File: src/rtl/pwm_sequencer.sv
`default_nettype none
// ============================================================================
//  Module      : pwm_sequencer
//  Description : Carrier/compare PWM controller with soft-start, shadowed
//                duty updates, latched fault and dead-time gate pair.
//  Revision    : 1.0 - initial release
// ============================================================================
module pwm_sequencer #(
  parameter int PERIOD = 100,
  parameter int CW     = 12,
  parameter int STEP   = 20,
  parameter int DEAD   = 5
) (
  input  logic          clk,
  input  logic          rst,
  input  logic          en,
  input  logic [CW-1:0] duty_in,
  input  logic          fault_in,
  input  logic          clr_fault,
  output logic          pwm_h,
  output logic          pwm_l,
  output logic [CW-1:0] cmp_act,
  output logic [1:0]    state,
  output logic          period_tick
);

  localparam logic [1:0] S_IDLE  = 2'd0;
  localparam logic [1:0] S_RAMP  = 2'd1;
  localparam logic [1:0] S_RUN   = 2'd2;
  localparam logic [1:0] S_FAULT = 2'd3;

  localparam logic [CW-1:0] c_period      = CW'(PERIOD);
  localparam logic [CW-1:0] c_period_last = CW'(PERIOD - 1);
  localparam logic [CW:0]   c_step        = (CW + 1)'(STEP);
  localparam logic [7:0]    c_dead        = 8'(DEAD);

  logic [CW-1:0] r_cnt;
  logic [CW-1:0] r_cmp_act;
  logic [1:0]    r_state;
  logic          r_raw;
  logic [7:0]    r_dt_cnt;

  logic          w_tick;
  logic          w_active;
  logic          w_raw_nxt;
  logic [CW-1:0] w_tgt;
  logic [CW:0]   w_sum;
  logic [CW-1:0] w_cmp_ramp;
  logic [CW-1:0] w_cmp_nxt;
  logic [1:0]    w_state_nxt;

  assign w_tick    = (r_cnt == c_period_last);
  assign w_tgt     = (duty_in > c_period) ? c_period : duty_in;
  assign w_active  = (r_state == S_RAMP) || (r_state == S_RUN);
  // One extra bit keeps the soft-start sum from wrapping near full scale
  assign w_sum     = {1'b0, r_cmp_act} + c_step;
  assign w_raw_nxt = w_active && (r_cnt < r_cmp_act);

  always_comb begin
    w_cmp_ramp = w_tgt;
    if (r_cmp_act < w_tgt) begin
      if (w_sum < {1'b0, w_tgt}) begin
        w_cmp_ramp = w_sum[CW-1:0];
      end
    end
  end

  always_comb begin
    w_state_nxt = r_state;
    if (fault_in) begin
      w_state_nxt = S_FAULT;
    end else begin
      case (r_state)
        S_FAULT: if (clr_fault && !en) w_state_nxt = S_IDLE;
        S_IDLE:  if (en) w_state_nxt = S_RAMP;
        S_RAMP: begin
          if (!en) begin
            w_state_nxt = S_IDLE;
          end else if (w_tick && (w_cmp_ramp == w_tgt)) begin
            w_state_nxt = S_RUN;
          end
        end
        S_RUN:   if (!en) w_state_nxt = S_IDLE;
        default: w_state_nxt = S_IDLE;
      endcase
    end
  end

  // Compare only moves at carrier boundaries, except for the forced zero
  always_comb begin
    w_cmp_nxt = r_cmp_act;
    if ((r_state == S_IDLE) || (r_state == S_FAULT) ||
        (w_state_nxt == S_IDLE) || (w_state_nxt == S_FAULT)) begin
      w_cmp_nxt = '0;
    end else if (w_tick) begin
      w_cmp_nxt = (r_state == S_RAMP) ? w_cmp_ramp : w_tgt;
    end
  end

  always_ff @(posedge clk or posedge rst) begin
    if (rst) begin
      r_cnt     <= '0;
      r_cmp_act <= '0;
      r_state   <= S_IDLE;
      r_raw     <= 1'b0;
      r_dt_cnt  <= 8'd0;
    end else begin
      r_cnt     <= w_tick ? '0 : r_cnt + 1'b1;
      r_cmp_act <= w_cmp_nxt;
      r_state   <= w_state_nxt;
      r_raw     <= w_raw_nxt;
      if (w_raw_nxt != r_raw) begin
        r_dt_cnt <= c_dead;
      end else if (r_dt_cnt != 8'd0) begin
        r_dt_cnt <= r_dt_cnt - 8'd1;
      end
    end
  end

  assign pwm_h       = w_active && r_raw && (r_dt_cnt == 8'd0);
  assign pwm_l       = w_active && !r_raw && (r_dt_cnt == 8'd0);
  assign cmp_act     = r_cmp_act;
  assign state       = r_state;
  assign period_tick = w_tick;

endmodule
`default_nettype wire

File: config.mk
export PLATFORM = sky130hd
export DESIGN_NAME = pwm_sequencer
export DESIGN_NICKNAME = d
export VERILOG_FILES = /design/src/rtl/pwm_sequencer.sv
export SDC_FILE = /design/constraint.sdc
export NUM_CORES = 1
export LEC_CHECK = 0
export CORE_UTILIZATION = 60
export CTS_CLUSTER_SIZE = 10
export DETAILED_ROUTE_END_ITERATION = 16
export PLACE_DENSITY = 0.86
export SLEW_MARGIN = 20
export SYNTH_ARGS = -nofsm -noshare
export SYNTH_HDL_FRONTEND = slang
export SYNTH_SLANG_ARGS = --single-unit
File: constraint.sdc
create_clock -name clk -period 4.5 [get_ports clk]
set_input_delay 0.45 -clock clk [delete_from_list [all_inputs] [get_ports clk]]
set_output_delay 0.45 -clock clk [all_outputs]
set_load 0.01 [all_outputs]
==> results of run 1 <==
-- cell families after synthesis --
family	count (synthesis)	synth area share
AO/OA/AOI/OAI	79	0.192
buffers and inverters	30	0.0409
other	1	0.00125
XOR/XNOR	27	0.0788
AND/OR/NAND/NOR	133	0.231
flip-flops	35	0.292
adder cells (fa/ha/maj)	38	0.158
multiplexers	2	0.00667
-- metal layers --
layer	vias up	track usage
met1	1275	0.390
li1	1332	-
met3	16	0.0428
met4	0	0.0980
met5	-	0
met2	76	0.456
-- per-stage QoR --
step	power (mW)	util	std cells
global route	0.782	0.741	458
detailed placement	0.528	0.723	450
CTS	0.749	0.741	458
global placement	0.520	0.723	450
finish	0.743	0.741	458
floorplan	0.465	-	354
-- cell usage in the layout, fill, tap and decap left out, types with 3 or more instances in the layout --
master            n
a21oi_2           9
nand4_1           3
nand2_1          29
or3_1             5
and2_1            5
a211oi_1          3
a21o_1           11
o21ai_0          11
a31oi_1           3
conb_1           10
nor3b_1           5
clkbuf_8          5
xnor2_1          25
and3_1            7
clkdlybuf4s50_1  33
inv_1            21
nor3_1           19
nor2_1           26
buf_4             4
nand3_1          16
o211ai_1          4
dfrtp_1          35
nor4_1            3
ha_1             37
a21oi_1          19
-- area by class of cell --
cell class,count,area share
clock buffers,6,0.0206
clock inverters,2,0.00355
inverters,22,0.0234
multi-input cells,289,0.578
flip-flops and latches,35,0.248
well taps,67,0.0238
repair buffers,37,0.102
-- worst max-delay path, cell delays in order --
cell,delay [ns]
clkdlybuf4s50_1,0.40
or4_4,0.58
nor3_1,0.42
nand2_1,0.21
ha_1,0.34
nor3b_1,0.20
o31ai_1,0.12
a2111oi_2,0.41
nor4_4,0.12
a21oi_2,0.20
a21o_1,0.17
a21o_1,0.46
nor2_1,0.10
-- path summary, 6_finish.rpt --
path	startpoint	end	depth (start not counted)
hold / removal	r_cnt[0]	r_cnt[0]	1
min in group asynchronous	rst	state[1]	3
setup / recovery	duty_in[11]	cmp_act[4]	13
setup reg to reg	cmp_act[2]	cmp_act[4]	13
max in group asynchronous	rst	r_cnt[11]	3
hold reg to reg	r_cnt[0]	r_cnt[0]	1
-- flip-flops by register name, indices dropped and copies added (netlist names) --
name	cells
cmp_act	12
r_dt_cnt	8
state	2
r_cnt	12
r_raw	1
-- power groups by stage --
stage	registers, mW	logic (mW)	clock network [mW]
floorplan	0.335	0.130	0
global placement	0.335	0.186	0
detailed placement	0.335	0.193	0
CTS	0.329	0.194	0.226
global route	0.330	0.216	0.236
finish	0.329	0.194	0.220
==> results_dict.tcl, run 1 <==
set metrics [dict create \
    place_area_sq_um 3440 \
    synth_top_cell_area_share 0.292 \
    grt_max_degree 36 \
    r2r_slack_ns 0.82 \
    cts_buffer_depth 2 \
    ys.warnings.count 0 \
    fin_crit_sh 0.893 \
    ys_async_sr_fraction 1.00 \
    highest_layer "met4" \
    gp_congestion 0.960 \
    final_nets 444 \
    clk_pin_slew_ns 0.07 \
    fin_ws_ns 0.481 \
    start_util 0.631 \
    final.min_clock_period_ns 4.02 \
    dpl.hpwl_um 5350 \
    vias 2699 \
    dr.pass1.iters 4 \
    p_leak_nw 1.47 \
    clock-sinks 35 \
    ys_seq_area_frac 0.292 \
    clkPwrFrac 0.296 \
    swShare 0.316 \
    ir_drop_v 0.000262 \
    antenna_found_initial 0 \
    route.detailed.drc 0 \
    min_path_type "reg2reg" \
    synth_area_leader_cell "dfrtp_1" \
    stdcell_area_sq_um 3520 \
    hold_viol 0 \
    ys_ff_latch 35 \
    crit_type "in2reg" \
    maxSlewHeadroom 0.611 \
    end_kind "flip-flop" \
    synth-edff-count 0 \
    routed_wl_um 6790 \
    wl_met1_um 3180 \
    regArea_sq_um 876 \
    synth_top_cells_by_area "dfrtp_1, ha_1, xnor2_1" \
    syn_area_sq_um 3000 \
    io_buffers 33 \
    finalSetupViolations 0 \
    fmax_ghz 0.249 \
    clockRootBuffer "clkbuf_8" \
    rows 25 \
    routedWlPerCell_um 14.8 \
    viasPerCell 5.89 \
    synth_flop_cell "dfrtp_1" \
    setup_tns_ns 0 \
    syn_to_final_growth_pct 17.4 \
    multi_input_area_sq_um 2040 \
    cts_resized 0 \
    clock_latency_ns 0.29 \
    h-tree-depth 2 \
    p_int_uw 508 \
    cp_max_fo 12 \
    holdWs_ns 0.512 \
    avgSynthCellArea_sq_um 8.70 \
    grt_pass1_vias 2585 \
    die_area_sq_um 5290 \
    fill_cells 367 \
    tightest_slew_ns 0.584 \
    synth_most_common_cell "ha_1" \
    seq_power_share 0.443 \
    coreArea_sq_um 4750 \
    syn_inst 345 \
    fp.dieH_um 72.7 \
    yosys-top-cells-count "ha_1, dfrtp_1, nand2_1" \
    cts_tree "built" \
    drv_slew 0 \
    p_comb_frac 0.261 \
    layout-drive-gt1-share 0.0691 \
    grt_setup_unrepaired "no" \
    route.met2.wl_um 3160 \
    post_cts_buffers 0 \
    maxCapViolCount 0 \
    grt_pass1_wl_um 11700 \
    cts_hold_buf 0 \
    pwr_density_cell_nw_per_um2 211 \
    gr-total-overflow 0 \
    status "completed" \
    ios 34 \
    wl_met3_um 311 \
    drt_iter0_markers 203 \
    cp.required_ns 4.65 \
    die_w_um 72.7 \
    startpoint_type "primary input" \
    fin_skew_ns 0.0102 \
    ant_nets 0 \
    pre_cts_slack_ns 0.208 \
    track_usage 0.283 \
    switchingPower_uw 235 \
    synth_cell_types 55 \
    diodes 0 \
    cp_data_arrival_time_ns 4.17 \
    cts_made_buffers 5 \
]
No activity file was read; power rests on OpenSTA's default activity.
==> run 2, diff against run 1 <==
==> constraint.sdc (replaced) <==
create_clock -name clk -period 4.8 [get_ports clk]
set_input_delay 0.48 -clock clk [delete_from_list [all_inputs] [get_ports clk]]
set_output_delay 0.48 -clock clk [all_outputs]
set_load 0.01 [all_outputs]
==> run 2 against run 1 <==
Clock skew decreased by 0.0011 ns. First-iteration DRC count down 31%. Combinational power fell by 9%. Total power fell by 0.25%. Global-route usage is 1.8 points higher. Worst hold slack better by 0.0021 ns. Worst setup slack improved by 0.11 ns. Design area about the same. Die area stayed put. Sequential power fell by 6.4%. Routed wire length rose by 4.9%. Critical path type unchanged. Critical endpoint is now cmp_act[3]. Highest routed layer unchanged.
==> results_dict.tcl, run 2 (synthesized netlist as in run 1, its figures left out) <==
set metrics [dict create \
    tightest_slew_ns 0.597 \
    clockRootBuffer "clkbuf_8" \
    antenna_found_initial 0 \
    rows 25 \
    cp_max_fo 12 \
    busiest_layer "met2" \
    ir_drop_v 0.000230 \
    viasPerCell 5.98 \
    cp_data_arrival_time_ns 4.40 \
    drv_slew 0 \
    layout-drive-gt1-share 0.0619 \
    fin_crit_sh 0.877 \
    fin_skew_ns 0.00910 \
    dpl.hpwl_um 5420 \
    clk_pin_slew_ns 0.07 \
    diodes 0 \
    io_buffers 33 \
    route.detailed.drc 0 \
    dp.cells 448 \
    status "completed" \
    setup_tns_ns 0 \
    grt_setup_unrepaired "no" \
    stdcell_area_sq_um 3530 \
    cts_resized 0 \
    start_util 0.631 \
    routed_wl_um 7130 \
    cts_made_buffers 5 \
    final_nets 442 \
    vias 2720 \
    maxCapViolCount 0 \
    coreArea_sq_um 4750 \
    layoutNonFillerInstCount 455 \
    dr.pass1.iters 4 \
    finalSetupViolations 0 \
    final.min_clock_period_ns 4.21 \
    routedWlPerCell_um 15.7 \
    startpoint_type "primary input" \
    setup.worst_path.start "duty_in[11]" \
    clock-sinks 35 \
    p_leak_nw 1.47 \
    cp.required_ns 4.99 \
    final_common_cell "ha_1" \
    die_area_sq_um 5290 \
    end_kind "flip-flop" \
    clock_latency_ns 0.29 \
    cts_hold_buf 0 \
    post_cts_buffers 0 \
    syn_to_final_growth_pct 17.5 \
    use_met3 0.0622 \
    grt_pass1_vias 2748 \
    ios 34 \
    drt_iter0_markers 140 \
    hold_viol 0 \
    cts_buffer_depth 2 \
    place_area_sq_um 3420 \
    die_w_um 72.7 \
    globalRouteMet1Util 0.371 \
    final_cell_mix "ha_1, dfrtp_1, clkdlybuf4s50_1" \
    gp_congestion 0.924 \
    pwr_density_cell_nw_per_um2 210 \
    crit_type "in2reg" \
    min_path_type "reg2reg" \
    cts_tree "built" \
    fp.dieH_um 72.7 \
    grtUsageMet2 0.520 \
    fmax_ghz 0.238 \
    grt_pass1_wl_um 12300 \
    r2r_start "cmp_act[2]" \
    gr-total-overflow 0 \
    maxSlewHeadroom 0.602 \
    grt_max_degree 36 \
    h-tree-depth 2 \
    track_usage 0.302 \
    ant_nets 0 \
    worstHoldStart "r_cnt[11]" \
]
run 2: path summary, 6_finish.rpt:
| path | endpoint | slack (ns) | cells after the start |
|---|---|---|---|
| setup reg to reg | cmp_act[4] | 1.11 | 13 |
| hold / removal | r_cnt[11] | 0.51 | 1 |
| max in group asynchronous | r_cnt[11] | 3.89 | 3 |
| min in group asynchronous | state[0] | 0.59 | 3 |
| setup / recovery | cmp_act[3] | 0.59 | 15 |
| hold reg to reg | r_cnt[11] | 0.51 | 1 |
run 2: area by class of cell:
type	instances	area [sq um]
Multi-Input combinational cell	289	2040
Fill cell	368	1230
Sequential cell	35	876
Timing Repair Buffer	35	345
Tap cell	67	83.8
Inverter	22	82.6
Clock buffer	6	72.6
Clock inverter	1	30.0
run 2: critical path: stages:
cell	delay (ns)
clkdlybuf4s50_1	0.43
or4_4	0.59
or2_0	0.36
nor2_1	0.20
nand2_1	0.10
ha_1	0.22
nor2_1	0.09
nand2_1	0.08
o32ai_1	0.38
a2111oi_2	0.15
nor4_4	0.35
a21oi_2	0.12
a21o_1	0.21
a21o_1	0.37
a211oi_1	0.27
run 2: metal layers:
metal,vias to the layer above,share of wire
met4,0,0.032
met2,96,0.48
met1,1277,0.42
li1,1323,-
met3,24,0.062
met5,-,0
run 2: power breakdown:
part	leakage (nW)	internal (mW)	switching, mW
logic	0.951	0.0727	0.105
registers	0.468	0.300	0.00852
clock network	0.0513	0.152	0.104
total	1.47	0.524	0.217
run 2: metrics by stage:
| step | util | total power [mW] | hold slack [ns] | worst slack (ns) |
|---|---|---|---|---|
| after floorplan | - | 0.436 | 0.460 | 1.23 |
| final | 0.742 | 0.741 | 0.515 | 0.590 |
| after global routing | 0.742 | 0.778 | 0.527 | 0.224 |
| after CTS | 0.742 | 0.743 | 0.512 | 0.619 |
| after global placement | 0.720 | 0.485 | 0.502 | 0.534 |
| after detailed placement | 0.720 | 0.489 | 0.503 | 0.332 |
